File: config.mk
export PLATFORM = sky130hd
export DESIGN_NAME = ahb_bm_input_stage
export DESIGN_NICKNAME = d
export VERILOG_FILES = /design/src/rtl/ahb_bm_input_stage.sv
export SDC_FILE = /design/constraint.sdc
export NUM_CORES = 1
export LEC_CHECK = 0
export BUFFER_PORTS_ARGS = -buffer_cell sky130_fd_sc_hd__clkbuf_2
export CORE_MARGIN = 10
export CORE_UTILIZATION = 33
export DETAILED_ROUTE_END_ITERATION = 10
export HOLD_SLACK_MARGIN = 0.05
export PLACE_DENSITY_LB_ADDON = 0.1
export SYNTH_ARGS = -nofsm -noshare
export SYNTH_HDL_FRONTEND = slang
export SYNTH_SLANG_ARGS = --single-unit
File: constraint.sdc
create_clock -name HCLK -period 4 [get_ports HCLK]
set_clock_uncertainty 0.15 [all_clocks]
set_input_delay 0.6 -clock HCLK [delete_from_list [all_inputs] [get_ports HCLK]]
set_output_delay 0.6 -clock HCLK [all_outputs]
set_load 0.05 [all_outputs]
File: src/rtl/ahb_bm_input_stage.sv
// Master-side input stage of the AHB bus matrix. It requests the output-stage
// arbiter and holds an ungranted address phase while the master is stalled.
module ahb_bm_input_stage #(
    parameter int unsigned ADDR_WIDTH = 32
) (
    input  logic                  HCLK,
    input  logic                  HRESET,
    input  logic                  HSELS,
    input  logic [ADDR_WIDTH-1:0] HADDRS,
    input  logic [1:0]            HTRANSS,
    input  logic                  HWRITES,
    input  logic [2:0]            HSIZES,
    input  logic [2:0]            HBURSTS,
    input  logic [3:0]            HPROTS,
    input  logic                  HMASTLOCKS,
    input  logic                  HREADYS,
    output logic                  HREADYOUTS,
    output logic                  HRESPS,
    output logic                  req_o,
    output logic                  HSELI,
    output logic [ADDR_WIDTH-1:0] HADDRI,
    output logic [1:0]            HTRANSI,
    output logic                  HWRITEI,
    output logic [2:0]            HSIZEI,
    output logic [2:0]            HBURSTI,
    output logic [3:0]            HPROTI,
    output logic                  HMASTLOCKI,
    input  logic                  grant_i,
    input  logic                  HREADYM,
    input  logic                  HRESPM
);

    typedef enum logic [1:0] {
        IDLE = 2'd0,
        PEND = 2'd1,
        DATA = 2'd2
    } state_t;

    state_t                state_q, state_d;
    logic [ADDR_WIDTH-1:0] haddr_q;
    logic [1:0]            htrans_q;
    logic                  hwrite_q;
    logic [2:0]            hsize_q;
    logic [2:0]            hburst_q;
    logic [3:0]            hprot_q;
    logic                  hmastlock_q;

    logic live_valid;
    logic taken;
    logic load;

    assign live_valid = HSELS & HREADYS & HTRANSS[1];
    assign taken      = grant_i & HREADYM;
    // PEND drives HREADYOUTS low, so the hold register is frozen there.
    assign load       = HSELS & HREADYS & (state_q != PEND);

    always_ff @(posedge HCLK) begin
        if (HRESET) begin
            state_q     <= IDLE;
            haddr_q     <= '0;
            htrans_q    <= 2'b00;
            hwrite_q    <= 1'b0;
            hsize_q     <= 3'b000;
            hburst_q    <= 3'b000;
            hprot_q     <= 4'b0000;
            hmastlock_q <= 1'b0;
        end else begin
            state_q <= state_d;
            if (load) begin
                haddr_q     <= HADDRS;
                htrans_q    <= HTRANSS;
                hwrite_q    <= HWRITES;
                hsize_q     <= HSIZES;
                hburst_q    <= HBURSTS;
                hprot_q     <= HPROTS;
                hmastlock_q <= HMASTLOCKS;
            end
        end
    end

    // Next state and master-facing response.
    always_comb begin
        state_d    = state_q;
        HREADYOUTS = 1'b1;
        HRESPS     = 1'b0;
        case (state_q)
            IDLE: begin
                if (live_valid) state_d = taken ? DATA : PEND;
            end
            PEND: begin
                HREADYOUTS = 1'b0;
                if (taken) state_d = DATA;
            end
            DATA: begin
                HREADYOUTS = HREADYM;
                HRESPS     = HRESPM;
                if (HREADYM) begin
                    if (live_valid) state_d = taken ? DATA : PEND;
                    else            state_d = IDLE;
                end
            end
            default: state_d = IDLE;
        endcase
    end

    // Held phase replaces the live one only while pending.
    always_comb begin
        req_o = (state_q == PEND) | live_valid;
        if (state_q == PEND) begin
            HSELI      = 1'b1;
            HADDRI     = haddr_q;
            HTRANSI    = htrans_q;
            HWRITEI    = hwrite_q;
            HSIZEI     = hsize_q;
            HBURSTI    = hburst_q;
            HPROTI     = hprot_q;
            HMASTLOCKI = hmastlock_q;
        end else begin
            HSELI      = HSELS & HREADYS;
            HADDRI     = HADDRS;
            HTRANSI    = HTRANSS;
            HWRITEI    = HWRITES;
            HSIZEI     = HSIZES;
            HBURSTI    = HBURSTS;
            HPROTI     = HPROTS;
            HMASTLOCKI = HMASTLOCKS;
        end
    end

endmodule

# --- Word-level counts from Yosys, hierarchy flattened ---
# Index checks and enable logic that the tools add are counted.
classes:
  eq_ne: 6
  muxes: 16
  bitwise_logic: 5
  n_reduce_logical: 2
op_table:
  columns: ["operator", "count"]
  rows:
  - ["$mux 32", 1]
  - ["$mux 2", 6]
  - ["$mux 3", 2]
  - ["$ne 2x2->1 const B", 3]
  - ["$pmux 2 s3", 1]
  - ["$and 1x1->1", 4]
  - ["$mux 1", 4]
  - ["$mux 4", 1]
  - ["$reduce_and 3->1", 1]
  - ["$eq 2x1->1 const B", 1]
  - ["$eq 2x2->1 const B", 1]
  - ["$logic_not 2->1", 1]
  - ["$ne 2x1->1 const B", 1]
  - ["$pmux 1 s2", 1]
  - ["$or 1x1->1", 1]
word_totals:
  reg_bits: 48
  inputBits: 53
  wordCells: 37

# --- Logic depth before layout (Yosys ltp) ---
# Gate-level depths: netlist of run 1.
depth:
  ltp_word: 5
  depth_mapped: 6
  ltp_nobuf: 3

# --- Worst setup path before layout of run 1 ---
# No wires, ideal clock.
synth_timing:
  path_kind: "in2out"
  start: "input HSELS"
  end: "output req_o"
  arrival_time_ns: 1.538
  required_ns: 3.250
  slack_ns: 1.712
  path_stages: 6
  path_buffers: 3
  cell_sequence: "and2_1 > clkbuf_2 > buf_4 > buf_2 > nand2_1 > nand2_1"
synth_between:
  elab_chain_len: 3
synth_lines:
  columns: ["element", "line_no", "source"]
  rows:
  - ["start, declared", "8", "input logic HSELS,"]
  - ["$and 1x1->1 (2 in series)", "52", "assign live_valid = HSELS & HREADYS & HTRANSS[1];"]
  - ["$or 1x1->1", "108", "req_o = (state_q == PEND) | live_valid;"]
  - ["end, declared", "19", "output logic req_o,"]
# Every way passes these cells.

# --- Worst setup path after layout of run 1 ---
layout_timing:
  start: "register state_q[0]"
  end: "output HADDRI[22]"
layout_between:
  elab_chain_len: 2
layout_lines:
  columns: ["element", "line_no", "source"]
  rows:
  - ["start, declared", "39", "state_t state_q, state_d;"]
  - ["start signal, assigned", "68", "state_q <= state_d;"]
  - ["$eq 2x1->1", "109", "if (state_q == PEND) begin"]
  - ["$mux 32", "109", null]
  - ["end, declared", "21", "output logic [ADDR_WIDTH-1:0] HADDRI,"]
# Every way passes these cells.

==> results.sh, run 1 <==
export IMPL_outcome="complete, no violations"
export IMPL_min_path_type="reg -> reg"
export IMPL_stdcell_count=559
export IMPL_met2_length_um=3430
export IMPL_grt_pass1_vias=2602
export IMPL_min_period_ps=2920
export IMPL_ys_ff_latch=48
export IMPL_netlist_area_sq_um=2460
export IMPL_setup_violations=0
export IMPL_path_clk_slew_ps=80
export IMPL_report_final_slew_viol_count=0
export IMPL_drive_gt1_frac=0.254
export IMPL_first_pass_iters=4
export IMPL_grtUsageTotal=0.126
export IMPL_wl_per_cell_um=13.2
export IMPL_cts_root_buf="clkbuf_8"
export IMPL_place_area_sq_um=2960
export IMPL_cts_tree="yes"
export IMPL_ios=103
export IMPL_fin_crit_sh=0.731
export IMPL_syn_inst=381
export IMPL_cp_arrival_ps=2170
export IMPL_grt_pass1_wl_um=12200
export IMPL_ctsLongestPathBuffers=2
export IMPL_clkLatencyLatePin_ps=300
export IMPL_antenna_found_initial=0
export IMPL_fin_util=0.421
export IMPL_portBuffers=102
export IMPL_postRouteAntennaNets=0
export IMPL_yosysTopAreaCellShare=0.391
export IMPL_drt_iter0_drc=137
export IMPL_required_ps=3250
export IMPL_layout_nets=512
export IMPL_irDropWorstVdd_uv=122
export IMPL_wirelength_um=7370
export IMPL_slew_limit_headroom=0.300
export IMPL_cts_buffers=5
export IMPL_ys_top_cells_by_count="nand2_1, a21oi_1, dfxtp_1, nand3_1, o21ai_1"
export IMPL_synth_async_reset_ratio=0
export IMPL_num_vias=2649
export IMPL_ctsHoldBuffers=0
export IMPL_setup_tns_ps=0
export IMPL_ys_warn_count=0
export IMPL_fin_hold_ws_ps=333
export IMPL_cap_violations=0
export IMPL_cts_resized_gates=0
export IMPL_ys_types=19
export IMPL_num_antenna_cells=0
export IMPL_synth_top_area_cell="dfxtp_1"
export IMPL_tightest_slew_ps=1050
export IMPL_yosys_cell_count_top_type="nand2_1"
export IMPL_rsz0062_at_grt="no"
export IMPL_rrSetupSlack_ps=2070
export IMPL_hold_viol_final=0
export IMPL_max_freq_mhz=342
export IMPL_highest_layer="met4"
export IMPL_gp_congestion=0.704
export IMPL_cts_sinks=48
export IMPL_cellPowerDensity_nw_per_um2=366
export IMPL_grt_max_degree=95
export IMPL_crit_type="reg -> out"
export IMPL_hpwlAfterDp_um=4910
export IMPL_wl_met3_um=566
export IMPL_synth_ff_type="dfxtp_1"
export IMPL_area_growth_pct=24.1
export IMPL_dp_cells=551
export IMPL_synth_edf_count=0
export IMPL_row_count=31
export IMPL_cts_setup_buffers=0
export IMPL_start_util=0.339
export IMPL_wl_met1_um=3300
export IMPL_fp_dieW_um=106
export IMPL_crit_path_max_fanout=37
export IMPL_synth_nets=434
export IMPL_die_height_um=106
export IMPL_leakage_nw=1.46
export IMPL_critPathLaunchType="register"
export IMPL_grt_remaining_overflow=0
export IMPL_h_tree_depth=2
export IMPL_synth_area_per_cell_sq_um=6.45
export IMPL_netlist_top_cells_area="dfxtp_1, nand2_1, a21oi_1"
export IMPL_ys_seq_area_frac=0.391
export IMPL_final_area_sq_um=3050
export IMPL_die_area_sq_um=11300
export IMPL_drcViolationCount=0
export IMPL_cp_end_kind="output port"
export IMPL_vias_per_cell=4.74
export IMPL_coreArea_sq_um=7250
-- report_power, final --
part | internal [mW] | switching (mW)
clock network | 0.141 | 0.159
registers | 0.500 | 0.0103
logic | 0.0778 | 0.229
total | 0.719 | 0.398
-- critical path, stage by stage, from the launching register on --
cell      delay [ps]
dfxtp_1          430
and2b_2          600
buf_4            400
nand2_1          110
nand2_1           70
clkbuf_2         270
-- registers in the layout, indices dropped and copies added (netlist names) --
name	flops
hburst_q	3
state_q	2
hprot_q	4
hwrite_q	1
haddr_q	32
hsize_q	3
htrans_q	2
hmastlock_q	1
-- area by class of cell --
class,instances,area (sq um)
clock buffers,8,90.1
fillers,821,4200
inverters,2,7.51
multi-input cells,295,1320
flip-flops and latches,48,961
well taps,99,124
repair buffers,107,548
-- through the flow --
stage	power [mW]	setup WS, ps
floorplan	0.748	1710
global placement	0.830	1460
detailed placement	0.832	1380
CTS	1.13	1040
global route	1.17	829
finish	1.12	1080
-- cell usage in the layout (no fill, tap or decap) --
cell,Yosys,layout
and3b_1,1,1
o21ai_1,46,46
nand2_2,0,1
and2_2,0,1
clkbuf_2,1,102
nand2b_1,2,1
a31oi_1,1,1
dfxtp_1,48,48
a21oi_1,48,48
nand3_1,47,47
o32ai_1,1,1
clkbuf_1,7,2
and2b_2,0,1
nand2_1,142,141
inv_1,2,2
clkbuf_8,0,6
buf_4,5,5
nor2_1,4,4
o21ai_0,1,1
nand2b_4,0,1
-- layer usage --
layer / track usage / vias to the layer above
li1: - / 1413
met3: 0.0501 / 6
met2: 0.215 / 64
met4: 0.0377 / 0
met1: 0.142 / 1166
met5: 0 / -
-- path summary, 6_finish.rpt --
| kind | to | from | cells past startpoint |
|---|---|---|---|
| max | HADDRI[22] | state_q[0] | 5 |
| min | haddr_q[18] | haddr_q[18] | 2 |
| max reg2reg | haddr_q[20] | state_q[0] | 4 |
| min reg2reg | haddr_q[18] | haddr_q[18] | 2 |
-- kinds of logic after synthesis --
logic type	count (synthesis)	synth area share
AND/OR/NAND/NOR	198	0.333
buffers and inverters	38	0.0768
flip-flops	48	0.391
AO/OA/AOI/OAI	97	0.199
(Power assumes the default switching activity.)
==> run 2: changes to the inputs <==
--- a/config.mk
+++ b/config.mk
@@ -5,6 +5,7 @@
 export SDC_FILE = /design/constraint.sdc
 export NUM_CORES = 1
 export LEC_CHECK = 0
+export ABC_AREA = 1
 export BUFFER_PORTS_ARGS = -buffer_cell sky130_fd_sc_hd__clkbuf_2
 export CORE_MARGIN = 10
 export CORE_UTILIZATION = 33
==> constraint.sdc (replaced) <==
create_clock -name HCLK -period 3 [get_ports HCLK]
set_clock_uncertainty 0.15 [all_clocks]
set_input_delay 0.45 -clock HCLK [delete_from_list [all_inputs] [get_ports HCLK]]
set_output_delay 0.45 -clock HCLK [all_outputs]
set_load 0.05 [all_outputs]
==> run 2 against run 1 <==
  * Power grew to 2.5 times the previous value
  * Synthesized cell count shrank 12%
  * Die area is 4.1% lower
  * Synthesized area is 5.0% lower
  * Sequential share of layout area rose by 1.3 points
  * Register-to-register slack got worse by 1100 ps
  * Sequential power up 49%
  * Core utilization rose by 0.88 points
  * Cell count is 7.2% lower
  * Combinational power rose to 5.0 times the previous value
  * Cell area shrank 3.9%
==> results.sh, run 2 <==
export IMPL_outcome="complete, no violations"
export IMPL_mostFrequentLayoutCells="clkbuf_2, nand2_1, o21ai_0"
export IMPL_die_height_um=104
export IMPL_drive_gt1_frac=0.272
export IMPL_postRouteAntennaNets=0
export IMPL_die_area_sq_um=10800
export IMPL_cts_tree="yes"
export IMPL_setup_tns_ps=0
export IMPL_cts_resized_gates=0
export IMPL_slew_limit_headroom=0.451
export IMPL_required_ps=2400
export IMPL_hold_depth=3
export IMPL_grt_remaining_overflow=0
export IMPL_drcViolationCount=0
export IMPL_max_freq_mhz=386
export IMPL_num_vias=2308
export IMPL_cts_root_buf="clkbuf_8"
export IMPL_largest_register="haddr_q"
export IMPL_fin_crit_sh=0.863
export IMPL_grtUsageTotal=0.111
export IMPL_row_count=30
export IMPL_cts_buffers=5
export IMPL_final_fill_count=755
export IMPL_cap_violations=0
export IMPL_crit_path_max_fanout=97
export IMPL_synth_async_reset_ratio=0
export IMPL_ys_types=18
export IMPL_ios=103
export IMPL_grt_pass1_vias=2195
export IMPL_final_common_cell="clkbuf_2"
export IMPL_synth_compound_gate_area_share=0.302
export IMPL_irDropWorstVdd_uv=399
export IMPL_synth_ff_type="dfxtp_1"
export IMPL_grt_max_degree=98
export IMPL_cp_end_kind="output port"
export IMPL_vias_per_cell=4.45
export IMPL_synth_top_area_cell="dfxtp_1"
export IMPL_yosys_area_share_xor_xnor=0
export IMPL_largest_reg_flops=32
export IMPL_synth_simple_area_share=0.126
export IMPL_netlist_area_sq_um=2330
export IMPL_layout_nets=475
export IMPL_drt_iter0_drc=74
export IMPL_cp_arrival_ps=1990
export IMPL_syn_inst=337
export IMPL_cellPowerDensity_nw_per_um2=958
export IMPL_critPathLaunchType="register"
export IMPL_netlist_top_cells_area="dfxtp_1, o21ai_0, a21oi_1"
export IMPL_synth_edf_count=0
export IMPL_first_pass_iters=6
export IMPL_wirelength_um=6200
export IMPL_ys_ff_latch=48
export IMPL_gp_congestion=0.720
export IMPL_area_growth_pct=25.7
export IMPL_ff2ff_path_depth=6
export IMPL_crit_type="reg -> out"
export IMPL_r2r_end="haddr_q[15]"
export IMPL_fp_dieW_um=104
export IMPL_top_regs="haddr_q x32, hprot_q x4"
export IMPL_leakage_nw=1.42
export IMPL_synth_area_per_cell_sq_um=6.93
export IMPL_min_path_type="in -> reg"
export IMPL_cts_setup_buffers=0
export IMPL_synth_nets=390
export IMPL_ys_top_cells_by_count="nand2_1, o21ai_0, inv_1, a21oi_1, dfxtp_1"
export IMPL_start_util=0.342
export IMPL_rrSetupSlack_ps=950
export IMPL_tightest_slew_ps=823
export IMPL_path_clk_slew_ps=90
export IMPL_setup_violations=0
export IMPL_hold_viol_final=0
export IMPL_min_to="haddr_q[1]"
export IMPL_fin_hold_ws_ps=284
export IMPL_num_antenna_cells=0
export IMPL_ys_warn_count=0
export IMPL_synth_mux_area_frac=0
export IMPL_ctsLongestPathBuffers=2
export IMPL_yosys_cell_count_top_type="nand2_1"
export IMPL_antenna_found_initial=0
export IMPL_timing_rr_start="state_q[1]"
export IMPL_portBuffers=102
export IMPL_rsz0062_at_grt="no"
export IMPL_hpwlAfterDp_um=4380
export IMPL_grt_pass1_wl_um=10400
export IMPL_cts_sinks=48
export IMPL_yosysTopAreaCellShare=0.412
export IMPL_synth_top_family_by_area="compound AO/OA/AOI/OAI gates"
export IMPL_wl_per_cell_um=11.9
export IMPL_ys_seq_area_frac=0.412
export IMPL_h_tree_depth=2
export IMPL_coreArea_sq_um=6830
export IMPL_clkLatencyLatePin_ps=290
export IMPL_min_period_ps=2590
export IMPL_synth_fa_ha_area_frac=0
export IMPL_holdCritStartpoint="HADDRS[1]"
export IMPL_ctsHoldBuffers=0
export IMPL_report_final_slew_viol_count=0
-- run 2: power by group --
| part | internal [mW] | switching [mW] |
|---|---|---|
| logic | 0.316 | 1.23 |
| registers | 0.729 | 0.0314 |
| clock network | 0.294 | 0.207 |
| total | 1.34 | 1.47 |
-- run 2: logic make-up (layout without fill, tap and decap cells) --
logic type,Yosys count,in the layout
AO/OA/AOI/OAI,141,141
AND/OR/NAND/NOR,71,71
buffers and inverters,77,163
flip-flops,48,48
-- run 2: worst max-delay path, stage by stage (launching register included) --
cell and delay [ps]:
dfxtp_1 430, nand2_4 460, o21ai_0 440, clkbuf_2 340
-- run 2: layer usage --
metal / global-route usage / up-vias / wire [um]
met4: 0.0268 / 0 / 26
met1: 0.134 / 985 / 2940
met3: 0.0415 / 2 / 420
met5: 0 / - / 0
li1: - / 1260 / -
met2: 0.182 / 61 / 2810
-- run 2: worst max-delay path by stage --
| stage | from | end | slack, ps | depth (start not counted) |
|---|---|---|---|---|
| after floorplan | state_q[0] | HADDRI[31] | 630 | 3 |
| after global placement | state_q[0] | HADDRI[21] | 750 | 3 |
| after detailed placement | state_q[1] | HADDRI[6] | 740 | 5 |
| after CTS | state_q[1] | HADDRI[21] | 410 | 5 |
| after global routing | state_q[1] | HADDRI[21] | 160 | 5 |
| final | state_q[0] | HADDRI[21] | 410 | 3 |
-- run 2: final cells by class --
class	count	area, sq um	share of cell area
multi-input combinational	212	1000	0.341
sequential	48	961	0.328
timing repair buffer	103	531	0.181
inverter	52	195	0.0665
tap	96	120	0.0409
clock buffer	7	96.3	0.0328
clock inverter	1	30.0	0.0102
-- run 2: stage by stage --
stage               worst slack [ps]  area, sq um  utilization  power [mW]  instances
global placement                 745         2810        0.411        2.34        511
global route                     161         2930        0.429        3.02        519
CTS                              406         2930        0.429        2.86        519
floorplan                        629         2330            -        2.05        337
detailed placement               743         2810        0.411        2.35        511
finish                           410         2930        0.429        2.81        519
==> run 3: changes to the inputs <==
--- a/config.mk
+++ b/config.mk
@@ -9,9 +9,11 @@
 export BUFFER_PORTS_ARGS = -buffer_cell sky130_fd_sc_hd__clkbuf_2
 export CORE_MARGIN = 10
 export CORE_UTILIZATION = 33
+export CTS_CLUSTER_SIZE = 24
 export DETAILED_ROUTE_END_ITERATION = 10
 export HOLD_SLACK_MARGIN = 0.05
 export PLACE_DENSITY_LB_ADDON = 0.1
+export RECOVER_POWER = 100
 export SYNTH_ARGS = -nofsm -noshare
 export SYNTH_HDL_FRONTEND = slang
 export SYNTH_SLANG_ARGS = --single-unit
==> run 3 against run 2 <==
  * Die area unchanged
  * Worst setup slack worse by 140 ps
  * First-iteration DRC count shrank 1.4%
  * Sequential share of layout area up 0.40 points
  * Worst hold slack improved by 2.5 ps
  * Register-to-register slack got worse by 450 ps
  * Cell area fell by 1.2%
  * Count of clock-buffer cells in the layout did not move
  * Cell count unchanged
  * Power shrank 1.1%
  * Critical path depth increased by 2
  * Largest power group unchanged
  * Highest routed layer unchanged
==> results.sh, run 3 (synthesized netlist as in run 2, its figures left out) <==
export IMPL_setup_tns_ps=0
export IMPL_pre_cts_ws_ps=743
export IMPL_crit_start="state_q[1]"
export IMPL_report_final_slew_viol_count=0
export IMPL_setup_ws_ps=274
export IMPL_crit_path_max_fanout=97
export IMPL_fp_dieW_um=104
export IMPL_top_regs="haddr_q x32, hprot_q x4"
export IMPL_path_cells="inv_1 -> nand2_4 -> nand2_1 -> o21ai_0 -> clkbuf_1"
export IMPL_first_pass_iters=4
export IMPL_grt_pass1_vias=2195
export IMPL_drive_gt1_frac=0.248
export IMPL_wirelength_um=6220
export IMPL_holdCritStartpoint="HPROTS[2]"
export IMPL_timing_rr_start="state_q[1]"
export IMPL_drt_iter0_drc=73
export IMPL_dp_cells=511
export IMPL_grt_remaining_overflow=0
export IMPL_grt_pass1_wl_um=10400
export IMPL_num_vias=2310
export IMPL_stdcell_count=519
export IMPL_cts_tree="yes"
export IMPL_vias_per_cell=4.45
export IMPL_start_util=0.342
export IMPL_postRouteAntennaNets=0
export IMPL_final_fill_count=763
export IMPL_max_freq_mhz=367
export IMPL_p_total_mw=2.78
export IMPL_required_ps=2400
export IMPL_irDropWorstVdd_uv=399
export IMPL_outcome="complete, no violations"
export IMPL_gp_congestion=0.720
export IMPL_setup_violations=0
export IMPL_path_clk_slew_ps=80
export IMPL_hold_viol_final=0
export IMPL_critPathLaunchType="register"
export IMPL_die_height_um=104
export IMPL_wl_per_cell_um=12.0
export IMPL_cp_arrival_ps=2130
export IMPL_ctsLongestPathBuffers=2
export IMPL_num_antenna_cells=0
export IMPL_die_area_sq_um=10800
export IMPL_cap_violations=0
export IMPL_drcViolationCount=0
export IMPL_clkLatencyLatePin_ps=290
export IMPL_h_tree_depth=2
export IMPL_ios=103
export IMPL_slew_limit_headroom=0.433
export IMPL_cellPowerDensity_nw_per_um2=959
export IMPL_mostFrequentLayoutCells="clkbuf_2, o21ai_0, nand2_1"
export IMPL_cpMaxStageDelayCell="nand2_4"
export IMPL_largest_reg_flops=32
export IMPL_cts_sinks=48
export IMPL_antenna_found_initial=0
export IMPL_leakage_nw=1.38
export IMPL_crit_type="reg -> out"
export IMPL_final_area_sq_um=2900
export IMPL_cts_setup_buffers=0
export IMPL_largest_register="haddr_q"
export IMPL_layout_nets=475
export IMPL_rsz0062_at_grt="no"
export IMPL_cts_resized_gates=0
export IMPL_cp_end_kind="output port"
export IMPL_cts_buffers=5
export IMPL_hpwlAfterDp_um=4380
export IMPL_fin_crit_sh=0.909
export IMPL_final_common_cell="clkbuf_2"
export IMPL_coreArea_sq_um=6830
export IMPL_row_count=30
export IMPL_tightest_slew_ps=850
export IMPL_min_period_ps=2730
export IMPL_grt_max_degree=98
export IMPL_area_growth_pct=24.2
export IMPL_cts_root_buf="clkbuf_8"
export IMPL_ctsHoldBuffers=0
export IMPL_portBuffers=102
export IMPL_min_path_type="in -> reg"
export IMPL_place_area_sq_um=2810
export IMPL_grtUsageTotal=0.111
export IMPL_max_stage_delay_ps=580
-- run 3: changes by cell type in the layout (fill, tap and decap cells not counted), sizes merged --
cell    change
clkbuf      +1
buf         -1
-- run 3: layout make-up --
cell class                      count  area (sq um)  area share
Tap cell                           96           120      0.0414
Sequential cell                    48           961       0.331
Clock inverter                      1          30.0      0.0104
Multi-Input combinational cell    212           988       0.341
Inverter                           52           195      0.0673
Clock buffer                        7          96.3      0.0332
Timing Repair Buffer              103           508       0.175
-- run 3: worst paths after layout --
| kind | to | slack [ps] | cells after the start |
|---|---|---|---|
| hold / removal | hprot_q[2] | 290 | 3 |
| hold reg to reg | haddr_q[19] | 300 | 2 |
| setup reg to reg | hwrite_q | 500 | 6 |
| setup / recovery | HSIZEI[1] | 270 | 5 |
-- run 3: through the flow --
stage                     utilization  hold slack (ps)
after CTS                       0.429              279
after detailed placement        0.411              292
after global routing            0.424              285
after global placement          0.411              286
final                           0.424              286
after floorplan                     -              275
-- run 3: per-layer routing --
metal | track usage | routed length [um] | up-vias
met1 | 0.134 | 3000 | 987
met4 | 0.0268 | 26 | 0
met5 | 0 | 0 | -
li1 | - | - | 1257
met2 | 0.182 | 2790 | 64
met3 | 0.0415 | 403 | 2
-- run 3: power by group --
group,internal [mW],switching (mW)
Combinational,0.297,1.22
Clock,0.294,0.206
Sequential,0.729,0.0308
-- run 3: worst max-delay path, delay by kind of cell (launching register included) --
kind,cells,cell delay (ps)
compound gates,1,100
buf+inv,2,610
simple gates,2,670
flops,1,400
